==> src/rtl/mips_decode_pipe_pkg.sv <==
// Shared MIPS decode definitions: opcode/funct constants, control codes and
// the per-micro-op control bundle carried by the decode stage.
package mips_defines;

   localparam logic [5:0] OP_RTYPE = 6'h00;
   localparam logic [5:0] OP_J     = 6'h02;
   localparam logic [5:0] OP_BEQ   = 6'h04;
   localparam logic [5:0] OP_BNE   = 6'h05;
   localparam logic [5:0] OP_ADDI  = 6'h08;
   localparam logic [5:0] OP_SLTI  = 6'h0A;
   localparam logic [5:0] OP_ANDI  = 6'h0C;
   localparam logic [5:0] OP_ORI   = 6'h0D;
   localparam logic [5:0] OP_LUI   = 6'h0F;
   localparam logic [5:0] OP_LW    = 6'h23;
   localparam logic [5:0] OP_LBU   = 6'h24;
   localparam logic [5:0] OP_SB    = 6'h28;
   localparam logic [5:0] OP_SW    = 6'h2B;

   localparam logic [5:0] FN_JR    = 6'h08;
   localparam logic [5:0] FN_ADD   = 6'h20;
   localparam logic [5:0] FN_SUB   = 6'h22;
   localparam logic [5:0] FN_AND   = 6'h24;
   localparam logic [5:0] FN_OR    = 6'h25;
   localparam logic [5:0] FN_SLT   = 6'h2A;
   localparam logic [5:0] OP0_ADDM = 6'h2C;

   typedef enum logic [2:0] {
      ALU_AND = 3'd0,
      ALU_OR  = 3'd1,
      ALU_ADD = 3'd2,
      ALU_SUB = 3'd6
   } alu_op_e;

   typedef enum logic [1:0] {
      UOP_NORMAL   = 2'd0,
      UOP_ADDM_LD  = 2'd1,
      UOP_ADDM_ADD = 2'd2
   } uop_e;

   typedef enum logic [1:0] {
      BR_NONE = 2'd0,
      BR_BEQ  = 2'd1,
      BR_BNE  = 2'd2,
      BR_J    = 2'd3
   } branch_e;

   typedef enum logic [1:0] {
      SRC2_RT   = 2'd0,
      SRC2_SEXT = 2'd1,
      SRC2_ZEXT = 2'd2,
      SRC2_MEM  = 2'd3
   } src2_e;

   typedef struct packed {
      uop_e    uop;
      alu_op_e alu_op;
      src2_e   alu_src2;
      logic    writeenable;
      logic    rd_src;
      logic    exc;
      logic    jr;
      branch_e branch;
      logic    mem_read;
      logic    word_we;
      logic    byte_we;
      logic    byte_load;
      logic    slt;
      logic    lui;
   } ctrl_t;

endpackage

==> src/rtl/mips_decode_comb.sv <==
// Combinational opcode/funct decoder producing the NORMAL-form control bundle
// plus the side information the pipeline stage needs (ADDM, rt use, loads).
module mips_decode_comb
   import mips_defines::*;
(
   input  logic [5:0] i_opcode,
   input  logic [5:0] i_funct,
   output ctrl_t      o_ctrl,
   output logic       o_is_addm,
   output logic       o_uses_rt,
   output logic       o_is_load
);

   ctrl_t w_ctrl;
   logic  w_illegal;

   always_comb begin
      w_ctrl    = '0;
      w_illegal = 1'b0;
      o_is_addm = 1'b0;
      o_uses_rt = 1'b0;
      o_is_load = 1'b0;
      case (i_opcode)
         OP_RTYPE: begin
            o_uses_rt          = 1'b1;
            w_ctrl.writeenable = 1'b1;
            case (i_funct)
               FN_ADD:   w_ctrl.alu_op = ALU_ADD;
               FN_SUB:   w_ctrl.alu_op = ALU_SUB;
               FN_AND:   w_ctrl.alu_op = ALU_AND;
               FN_OR:    w_ctrl.alu_op = ALU_OR;
               FN_SLT: begin
                  w_ctrl.alu_op = ALU_SUB;
                  w_ctrl.slt    = 1'b1;
               end
               FN_JR: begin
                  w_ctrl.writeenable = 1'b0;
                  w_ctrl.jr          = 1'b1;
               end
               OP0_ADDM: begin
                  w_ctrl.alu_op = ALU_ADD;
                  o_is_addm     = 1'b1;
               end
               default:  w_illegal = 1'b1;
            endcase
         end
         OP_ADDI, OP_SLTI: begin
            w_ctrl.writeenable = 1'b1;
            w_ctrl.rd_src      = 1'b1;
            w_ctrl.alu_src2    = SRC2_SEXT;
            w_ctrl.alu_op      = (i_opcode == OP_SLTI) ? ALU_SUB : ALU_ADD;
            w_ctrl.slt         = (i_opcode == OP_SLTI);
         end
         OP_ANDI, OP_ORI, OP_LUI: begin
            w_ctrl.writeenable = 1'b1;
            w_ctrl.rd_src      = 1'b1;
            w_ctrl.alu_src2    = SRC2_ZEXT;
            w_ctrl.alu_op      = (i_opcode == OP_ORI) ? ALU_OR : ALU_AND;
            w_ctrl.lui         = (i_opcode == OP_LUI);
         end
         OP_LW, OP_LBU: begin
            w_ctrl.writeenable = 1'b1;
            w_ctrl.rd_src      = 1'b1;
            w_ctrl.alu_src2    = SRC2_SEXT;
            w_ctrl.alu_op      = ALU_ADD;
            w_ctrl.mem_read    = 1'b1;
            w_ctrl.byte_load   = (i_opcode == OP_LBU);
            o_is_load          = 1'b1;
         end
         OP_SW, OP_SB: begin
            o_uses_rt       = 1'b1;
            w_ctrl.alu_src2 = SRC2_SEXT;
            w_ctrl.alu_op   = ALU_ADD;
            w_ctrl.word_we  = (i_opcode == OP_SW);
            w_ctrl.byte_we  = (i_opcode == OP_SB);
         end
         OP_BEQ, OP_BNE: begin
            o_uses_rt     = 1'b1;
            w_ctrl.alu_op = ALU_SUB;
            w_ctrl.branch = (i_opcode == OP_BEQ) ? BR_BEQ : BR_BNE;
         end
         OP_J:    w_ctrl.branch = BR_J;
         default: w_illegal = 1'b1;
      endcase

      o_ctrl = w_ctrl;
      // Illegal encodings still issue, but with every side effect suppressed.
      if (w_illegal) begin
         o_ctrl     = '0;
         o_ctrl.exc = 1'b1;
         o_is_addm  = 1'b0;
         o_is_load  = 1'b0;
      end
   end

endmodule

==> src/rtl/mips_decode_pipe.sv <==
// Registered decode stage: valid/ready handshake, ADDM cracking into two
// micro-ops, load-use scoreboard with bubble insertion, synchronous flush.
module mips_decode_pipe
   import mips_defines::*;
#(
   parameter int unsigned LOAD_LATENCY = 1,
   parameter int unsigned REG_W        = 5
) (
   input  logic             clock,
   input  logic             reset,
   input  logic             in_valid,
   output logic             in_ready,
   input  logic [31:0]      in_inst,
   input  logic             flush,
   output logic             out_valid,
   input  logic             out_ready,
   output logic [1:0]       out_uop,
   output logic [2:0]       out_alu_op,
   output logic [1:0]       out_alu_src2,
   output logic             out_writeenable,
   output logic             out_rd_src,
   output logic             out_except,
   output logic             out_jr,
   output logic [1:0]       out_branch,
   output logic             out_mem_read,
   output logic             out_word_we,
   output logic             out_byte_we,
   output logic             out_byte_load,
   output logic             out_slt,
   output logic             out_lui,
   output logic [REG_W-1:0] out_rs,
   output logic [REG_W-1:0] out_rt,
   output logic [REG_W-1:0] out_rd,
   output logic [15:0]      out_imm
);

   typedef enum logic {ST_RUN, ST_ADDM2} state_e;

   state_e           r_state, w_state_nxt;
   logic             r_valid;
   ctrl_t            r_ctrl;
   logic [REG_W-1:0] r_rs, r_rt, r_rd;
   logic [15:0]      r_imm;
   logic [REG_W-1:0] r_addm_rs, r_addm_rd;
   logic [15:0]      r_addm_imm;
   logic [REG_W-1:0] r_sb [LOAD_LATENCY];

   ctrl_t            w_dec_ctrl, w_ld_ctrl, w_add_ctrl;
   logic             w_is_addm, w_uses_rt, w_is_load;
   logic [REG_W-1:0] w_rs_f, w_rt_f, w_rd_f, w_sb_in;
   logic             w_adv, w_hazard, w_accept, w_issue_dec, w_issue_add;

   mips_decode_comb u_dec (
      .i_opcode  (in_inst[31:26]),
      .i_funct   (in_inst[5:0]),
      .o_ctrl    (w_dec_ctrl),
      .o_is_addm (w_is_addm),
      .o_uses_rt (w_uses_rt),
      .o_is_load (w_is_load)
   );

   assign w_rs_f   = REG_W'(in_inst[25:21]);
   assign w_rt_f   = REG_W'(in_inst[20:16]);
   assign w_rd_f   = REG_W'(in_inst[15:11]);

   assign w_adv    = !r_valid || out_ready;
   assign in_ready = (r_state == ST_RUN) && w_adv && !w_hazard && !flush;
   assign w_accept = in_valid && in_ready;
   assign w_sb_in  = (w_accept && w_is_load) ? w_rt_f : '0;

   always_comb begin
      w_hazard = 1'b0;
      for (int unsigned i = 0; i < LOAD_LATENCY; i++) begin
         if ((r_sb[i] != '0) &&
             ((r_sb[i] == w_rs_f) || (w_uses_rt && (r_sb[i] == w_rt_f))))
            w_hazard = 1'b1;
      end
      w_hazard = w_hazard && in_valid;
   end

   always_ff @(posedge clock or negedge reset) begin
      if (!reset) r_state <= ST_RUN;
      else        r_state <= w_state_nxt;
   end

   always_comb begin
      w_state_nxt          = r_state;
      w_issue_dec          = 1'b0;
      w_issue_add          = 1'b0;
      w_ld_ctrl            = '0;
      w_ld_ctrl.uop        = UOP_ADDM_LD;
      w_ld_ctrl.mem_read   = 1'b1;
      w_add_ctrl           = '0;
      w_add_ctrl.uop       = UOP_ADDM_ADD;
      w_add_ctrl.alu_op    = ALU_ADD;
      w_add_ctrl.alu_src2  = SRC2_MEM;
      w_add_ctrl.writeenable = 1'b1;
      if (flush) begin
         w_state_nxt = ST_RUN;
      end else begin
         case (r_state)
            ST_RUN: begin
               if (w_accept) begin
                  w_issue_dec = 1'b1;
                  if (w_is_addm) w_state_nxt = ST_ADDM2;
               end
            end
            ST_ADDM2: begin
               if (w_adv) begin
                  w_issue_add = 1'b1;
                  w_state_nxt = ST_RUN;
               end
            end
            default: w_state_nxt = ST_RUN;
         endcase
      end
   end

   always_ff @(posedge clock or negedge reset) begin
      if (!reset) begin
         r_valid    <= 1'b0;
         r_ctrl     <= '0;
         r_rs       <= '0;
         r_rt       <= '0;
         r_rd       <= '0;
         r_imm      <= '0;
         r_addm_rs  <= '0;
         r_addm_rd  <= '0;
         r_addm_imm <= '0;
      end else if (flush) begin
         r_valid <= 1'b0;
      end else if (w_adv) begin
         if (w_issue_add) begin
            r_valid <= 1'b1;
            r_ctrl  <= w_add_ctrl;
            r_rs    <= r_addm_rs;
            r_rt    <= '0;
            r_rd    <= r_addm_rd;
            r_imm   <= r_addm_imm;
         end else if (w_issue_dec) begin
            r_valid <= 1'b1;
            r_ctrl  <= w_is_addm ? w_ld_ctrl : w_dec_ctrl;
            r_rs    <= w_rs_f;
            r_rt    <= w_rt_f;
            r_rd    <= w_rd_f;
            r_imm   <= in_inst[15:0];
            if (w_is_addm) begin
               r_addm_rs  <= w_rs_f;
               r_addm_rd  <= w_rd_f;
               r_addm_imm <= in_inst[15:0];
            end
         end else begin
            r_valid <= 1'b0;
         end
      end
   end

   // sb[0] tracks the bundle now in the output register; bubbles shift in 0.
   always_ff @(posedge clock or negedge reset) begin
      if (!reset) begin
         for (int unsigned i = 0; i < LOAD_LATENCY; i++) r_sb[i] <= '0;
      end else if (flush) begin
         for (int unsigned i = 0; i < LOAD_LATENCY; i++) r_sb[i] <= '0;
      end else if (w_adv) begin
         r_sb[0] <= w_sb_in;
         for (int unsigned i = 1; i < LOAD_LATENCY; i++) r_sb[i] <= r_sb[i-1];
      end
   end

   assign out_valid       = r_valid;
   assign out_uop         = r_ctrl.uop;
   assign out_alu_op      = r_ctrl.alu_op;
   assign out_alu_src2    = r_ctrl.alu_src2;
   assign out_writeenable = r_ctrl.writeenable;
   assign out_rd_src      = r_ctrl.rd_src;
   assign out_except      = r_ctrl.exc;
   assign out_jr          = r_ctrl.jr;
   assign out_branch      = r_ctrl.branch;
   assign out_mem_read    = r_ctrl.mem_read;
   assign out_word_we     = r_ctrl.word_we;
   assign out_byte_we     = r_ctrl.byte_we;
   assign out_byte_load   = r_ctrl.byte_load;
   assign out_slt         = r_ctrl.slt;
   assign out_lui         = r_ctrl.lui;
   assign out_rs          = r_rs;
   assign out_rt          = r_rt;
   assign out_rd          = r_rd;
   assign out_imm         = r_imm;

endmodule

==> config.mk <==
export PLATFORM = sky130hd
export DESIGN_NAME = mips_decode_pipe
export DESIGN_NICKNAME = d
export VERILOG_FILES = /design/src/rtl/mips_decode_pipe_pkg.sv /design/src/rtl/mips_decode_comb.sv /design/src/rtl/mips_decode_pipe.sv
export SDC_FILE = /design/constraint.sdc
export NUM_CORES = 1
export LEC_CHECK = 0
export ABC_AREA = 0
export BUFFER_PORTS_ARGS = -buffer_cell sky130_fd_sc_hd__buf_2
export CAP_MARGIN = 30
export CORE_UTILIZATION = 29
export CTS_CLUSTER_SIZE = 12
export DETAILED_ROUTE_END_ITERATION = 12
export HOLD_SLACK_MARGIN = 0.05
export PLACE_DENSITY = 0.52
export SYNTH_ARGS = -nofsm -noshare
export SYNTH_HDL_FRONTEND = slang
export SYNTH_SLANG_ARGS = --single-unit
export TNS_END_PERCENT = 1
==> constraint.sdc <==
create_clock -name clock -period 2.4 [get_ports clock]
set_clock_uncertainty 0.1 [all_clocks]
set_input_delay 0.48 -clock clock [delete_from_list [all_inputs] [get_ports clock]]
set_output_delay 0.48 -clock clock [all_outputs]
set_load 0.02 [all_outputs]
==> flow_summary.toml, run 1 <==
[die]
die-height_um = 116
ios = 89
die_w_um = 116
coreArea_um2 = 12700
die-area_um2 = 13500
num_rows = 41
initial_core_util_pct = 29.8

[drt]
via_per_inst = 4.62
wl_um = 9780
drt-pass1-iter-count = 4
num_vias = 3082
drtIter0Drc = 151
wire_per_inst_um = 14.7
drc_errors = 0
antenna_left = 0

[grt]
grt.total_usage_pct = 15.7
grt_pass1_vias = 3061
grt_pass1_wl_um = 15800
grt_max_degree = 43
overflow = 0
antenna_found_initial = 0

[setup_path]
worstReg2RegEnd = "out_rd_src$_DFFE_PN0P_"
crit_type = "reg -> out"
rrSetupSlack_ns = 0.05
path_max_fanout = 3
reg2reg_depth = 8
worst_ep_required_time_ns = 1.82
startpoint_type = "flip-flop"
arrival_ns = 1.88
cp-end-kind = "output pin"
reg2reg_from = "r_sb[4]$_DFFE_PN0P_"

[placement]
detailed_place_hpwl_um = 7170
io_buffers = 88
dp_cells = 648
pre_cts_ws_ns = -0.182
finalWeightedCongestion = 0.775
placed_area_um2 = 4710

[synth]
synthAdderAreaFrac_pct = 0
ys_warn_count = 0
synthFlopType = "dfrtp_1"
synthSimpleGateAreaFrac_pct = 19.7
synth_compound_area_share_pct = 12.4
synth_xor_area_share_pct = 2.79
synth-seq-area-share_pct = 48.4
async_flop_share_pct = 100
synth_cell_types = 53
ys_seq_elements = 73
syn_area_per_cell_um2 = 10.4
synth_edf_count = 0
postSynthCellCount = 363
synth_top_family_by_area = "simple AND/OR/NAND/NOR gates"
synth_area_um2 = 3770
syn-num-nets = 400
muxShareOfSynthArea_pct = 11.9

[power_and_ir_drop]
leakagePower_nw = 2.57
power_mw = 3.28
vdd_drop_max_uv = 346
pwr_density_cell_nw_per_um2 = 649

[run_status]
violations = "negative setup slack"
outcome = "finished with violations"

[sta]
slew_viol_final = 0
hold_viol = 0
rsz0062_at_grt = "yes"
tightest_slew_ns = 0.506
max_freq_ghz = 0.406
slew-limit-headroom_pct = 65.9
finalSetupViolations = 1
min_period_over_period_pct = 103
finalSetupTns_ns = -0.0629
setup_ws_ns = -0.0629
fin_crit_ns = 2.46

[final_layout]
regArea_um2 = 1830
finalNonFillerCells = 667
fin_area_um2 = 5050
multiInputGateArea_um2 = 1790
final_nets = 528
drive_gt1_share_pct = 41.6
fillers = 1288
diodes = 0
area_growth_pct = 33.8

[min_path]
min-delay-path-class = "in -> reg"
min_to = "r_addm_rd[1]$_DFFE_PN0P_"
hold_path_startpoint = "in_inst[12]"
hold_depth = 2

[clock_tree]
clock_latency_ns = 0.33
cts_made_buffers = 9
cts.clk_slew.worst_paths_ns = 0.05
cts_tree = "built"
clock_sinks = 73
cts-root-buf = "clkbuf_16"
clk_path_buf_depth = 2
ctsHtreeMaxLevel = 3

[job]
drv_cap = 0
==> worst max-delay path by stage <==
stage                             start                         to  cells after the start
floorplan                   in_inst[28]  out_alu_op[2]$_DFFE_PN0P_                      8
global placement            in_inst[28]         out_jr$_DFFE_PN0P_                      8
detailed placement          in_inst[28]  out_alu_op[2]$_DFFE_PN0P_                      8
CTS                 r_sb[4]$_DFFE_PN0P_                   in_ready                      5
global route        r_sb[4]$_DFFE_PN0P_                   in_ready                      5
finish              r_sb[4]$_DFFE_PN0P_                   in_ready                      5
==> per-stage QoR <==
step | util [%] | hold slack (ns)
final | 39.8 | 0.299
after global routing | 39.8 | 0.291
after CTS | 39.7 | 0.284
after detailed placement | 37.1 | 0.352
after global placement | 37.1 | 0.350
after floorplan | - | 0.0844
==> logic make-up after synthesis <==
logic type	after synthesis
buffers and inverters	33
multiplexers	40
AND/OR/NAND/NOR	147
AO/OA/AOI/OAI	58
flip-flops	73
XOR/XNOR	12
==> state kept, by name (all words and copies together) (netlist names), 2 cells and up <==
register      flops
out_alu_op        3
out_alu_src2      2
out_branch        2
out_imm          11
out_rd            5
out_rs            5
out_rt            5
out_uop           2
r_addm_imm       11
r_addm_rd         5
r_addm_rs         5
r_sb              5
==> cell type report <==
type / instances / share of cell area, %
clock buffers: 11 / 4.61
clock inverters: 4 / 0.892
inverters: 6 / 0.446
multi-input cells: 257 / 35.4
flip-flops and latches: 73 / 36.2
well taps: 172 / 4.26
repair buffers: 144 / 18.2
==> timing repair <==
item                       in CTS  in global routing
pin swaps                       4                  1
setup buffers                   2                  1
hold endpoints to repair       31                  0
setup endpoints to repair       1                 21
hold buffers                    1                  0
gates resized for setup         5                  3
==> report_power, final <==
group | internal, mW | leakage [nW] | switching [mW]
logic | 0.257 | 1.48 | 0.362
registers | 1.33 | 0.951 | 0.0526
clock network | 0.793 | 0.139 | 0.487
total | 2.38 | 2.57 | 0.902
==> synthesized netlist by cell type (2+ instances only) <==
cell	count	share of area, %
a211oi_1	3	0.60
a21oi_1	11	1.5
a22o_1	18	4.2
a22oi_1	4	0.80
a311oi_1	2	0.46
and2_1	5	0.83
and3_1	3	0.50
and4_1	2	0.46
buf_2	6	0.80
buf_4	5	1.0
buf_6	4	1.2
clkbuf_1	12	1.2
dfrtp_1	73	48
inv_1	6	0.60
mux2_1	2	0.60
mux2_2	37	11
nand2_1	70	7.0
nand2b_1	9	1.5
nand3_1	5	0.66
nand3b_1	3	0.60
nand4_1	2	0.33
nor2_1	12	1.2
nor2b_1	7	1.2
nor3_1	12	1.6
nor3b_1	3	0.60
nor4_1	3	0.50
nor4b_1	2	0.46
o21ai_0	7	0.93
xnor2_1	9	2.1
xor2_1	3	0.70
==> routing by layer <==
layer  part of all wire (%)  vias up  global-route usage [%]
met2                     46       68                    25.0
li1                       -     1535                       -
met5                      0        -                       0
met4                    1.5        0                    6.15
met1                     47     1468                    20.1
met3                    5.7       11                    4.55
==> critical path, stage by stage (launching register included) <==
cell     delay [ns]
dfrtp_1        0.40
buf_6          0.13
or4_4          0.47
o22a_1         0.25
a21oi_2        0.17
buf_6          0.14
==> cells in the final DEF, fill, tap and decap left out, drive strengths merged, types with 4 or more instances in the layout <==
master / n
a21oi: 11
a22o: 18
a22oi: 4
and2: 6
buf: 143
clkbuf: 11
dfrtp: 73
inv: 6
mux2: 39
nand2: 70
nand2b: 9
nand3: 6
nor2: 12
nor2b: 7
nor3: 12
nor4: 4
o21ai: 7
xnor2: 9
No activity file was read; power rests on OpenSTA's default activity.
==> run 2: changes to the inputs <==
--- a/config.mk
+++ b/config.mk
@@ -9,6 +9,7 @@
 export BUFFER_PORTS_ARGS = -buffer_cell sky130_fd_sc_hd__buf_2
 export CAP_MARGIN = 30
 export CORE_UTILIZATION = 29
+export CTS_BUF_LIST = sky130_fd_sc_hd__clkbuf_2 sky130_fd_sc_hd__clkbuf_4 sky130_fd_sc_hd__clkbuf_8
 export CTS_CLUSTER_SIZE = 12
 export DETAILED_ROUTE_END_ITERATION = 12
 export HOLD_SLACK_MARGIN = 0.05
==> flow_summary.toml, run 2 (synthesis gave the netlist of run 1 again) <==
[die]
die-height_um = 116
coreArea_um2 = 12700
num_rows = 41
ios = 89
initial_core_util_pct = 29.8
die_w_um = 116
die-area_um2 = 13500

[drt]
wl_um = 9800
drtIter0Drc = 148
antenna_left = 0
wire_per_inst_um = 14.7
via_per_inst = 4.59
drc_errors = 0
num_vias = 3059
drt-pass1-iter-count = 4

[placement]
placed_area_um2 = 4710
io_buffers = 88
detailed_place_hpwl_um = 7170
finalWeightedCongestion = 0.775

[sta]
max_freq_ghz = 0.402
min_period_over_period_pct = 104
setup_ws_ns = -0.0897
rsz0062_at_grt = "yes"
hold_viol = 0
finalSetupViolations = 1
slew_viol_final = 0
tightest_slew_ns = 0.505
fin_crit_ns = 2.49
finalSetupTns_ns = -0.0897
slew-limit-headroom_pct = 65.9

[setup_path]
reg2reg_from = "r_sb[4]$_DFFE_PN0P_"
arrival_ns = 1.91
startpoint_type = "flip-flop"
cp_common_cell = "buf_6"
slowest_delay_ns = 0.47
path_max_fanout = 3
crit_type = "reg -> out"
reg2reg_depth = 8
worstReg2RegEnd = "out_rd_src$_DFFE_PN0P_"
rrSetupSlack_ns = 0.05
path_cells = "buf_6 > or4_4 > o22a_1 > a21oi_2 > buf_6"
worst_ep_required_time_ns = 1.82
cp-end-kind = "output pin"
cpMaxStageDelayCell = "or4_4"

[power_and_ir_drop]
leakagePower_nw = 2.53
vdd_drop_max_uv = 303
pwr_density_cell_nw_per_um2 = 592

[clock_tree]
clk_path_buf_depth = 2
cts-root-buf = "clkbuf_8"
cts.clk_slew.worst_paths_ns = 0.07
cts_tree = "built"
cts_made_buffers = 9
clock_latency_ns = 0.36
clock_sinks = 73
ctsHtreeMaxLevel = 3

[run_status]
outcome = "finished with violations"
violations = "negative setup slack"

[grt]
grt_pass1_vias = 3059
grt_max_degree = 43
antenna_found_initial = 0
grt.total_usage_pct = 15.6
overflow = 0
grt_pass1_wl_um = 15800

[final_layout]
final_nets = 528
drive_gt1_share_pct = 42.0
multiInputGateArea_um2 = 1790
diodes = 0
fin_area_um2 = 4950
layout_common_cells = "buf_2, dfrtp_1, nand2_1, buf_4, mux2_2"
fillers = 1303
regArea_um2 = 1830
area_growth_pct = 31.3
final_common_cell = "buf_2"

[min_path]
min-delay-path-class = "in -> reg"
hold_path_startpoint = "in_inst[12]"
min_to = "r_addm_rd[1]$_DFFE_PN0P_"
hold_depth = 2

[job]
drv_cap = 0
[run 2: cell count changes in the layout (fill, tap and decap cells not counted)]
cell       delta
clkbuf_16     -9
clkbuf_8      +9
clkbuf_1      -2
clkbuf_4      +2
[run 2: metal layers]
metal	GRT usage, %	part of all wire, %
met1	20.0	47
met2	25.0	47
met3	5.33	5.6
met4	4.62	1.1
met5	0	0
[run 2: how the worst max path moves through the flow]
stage                             start                         to  slack [ns]
floorplan                   in_inst[28]  out_alu_op[2]$_DFFE_PN0P_       -0.04
global placement            in_inst[28]         out_jr$_DFFE_PN0P_       -0.15
detailed placement          in_inst[28]  out_alu_op[2]$_DFFE_PN0P_       -0.18
CTS                 r_sb[4]$_DFFE_PN0P_                   in_ready       -0.14
global route        r_sb[4]$_DFFE_PN0P_                   in_ready       -0.16
finish              r_sb[4]$_DFFE_PN0P_                   in_ready       -0.09
[run 2: repair_timing]
item                       4_1_cts  5_1_grt
resized for setup                5        3
setup endpoints to repair        1       25
gates cloned                     0        0
hold buffers                     1        0
pin swaps                        4        1
hold endpoints to repair        31        0
buffers inserted                 2        1
[run 2: through the flow]
step                      instances  utilization [%]  hold WS [ns]  setup WS [ns]  total power [mW]
after global routing            667             39.1         0.256         -0.161              3.09
after CTS                       666             38.9         0.253         -0.137              2.99
after floorplan                 363                -        0.0844        -0.0427              1.76
after global placement          648             37.1         0.350         -0.148              2.01
final                           667             39.1         0.277        -0.0897              2.93
after detailed placement        648             37.1         0.352         -0.182              2.02
[run 2: cell type report]
class	instances	area share (%)
tap	172	4.34
clock buffer	11	2.80
multi-input combinational	257	36.1
sequential	73	36.9
inverter	6	0.455
timing repair buffer	144	18.5
clock inverter	4	0.909
[run 2: critical path: cells and delay by family, from the launching register on]
| kind | cells | cell delay [ns] |
|---|---|---|
| buffers and inverters | 2 | 0.27 |
| and+or+nand+nor | 1 | 0.47 |
| AOI/OAI and AO/OA | 2 | 0.42 |
| DFF | 1 | 0.40 |
[run 2: power breakdown]
| part | leakage (nW) | total [mW] | internal [mW] | switching (mW) |
|---|---|---|---|---|
| Clock | 0.0998 | 0.935 | 0.492 | 0.443 |
| Combinational | 1.48 | 0.619 | 0.257 | 0.363 |
| Sequential | 0.951 | 1.38 | 1.32 | 0.0523 |
| Total | 2.53 | 2.93 | 2.07 | 0.858 |
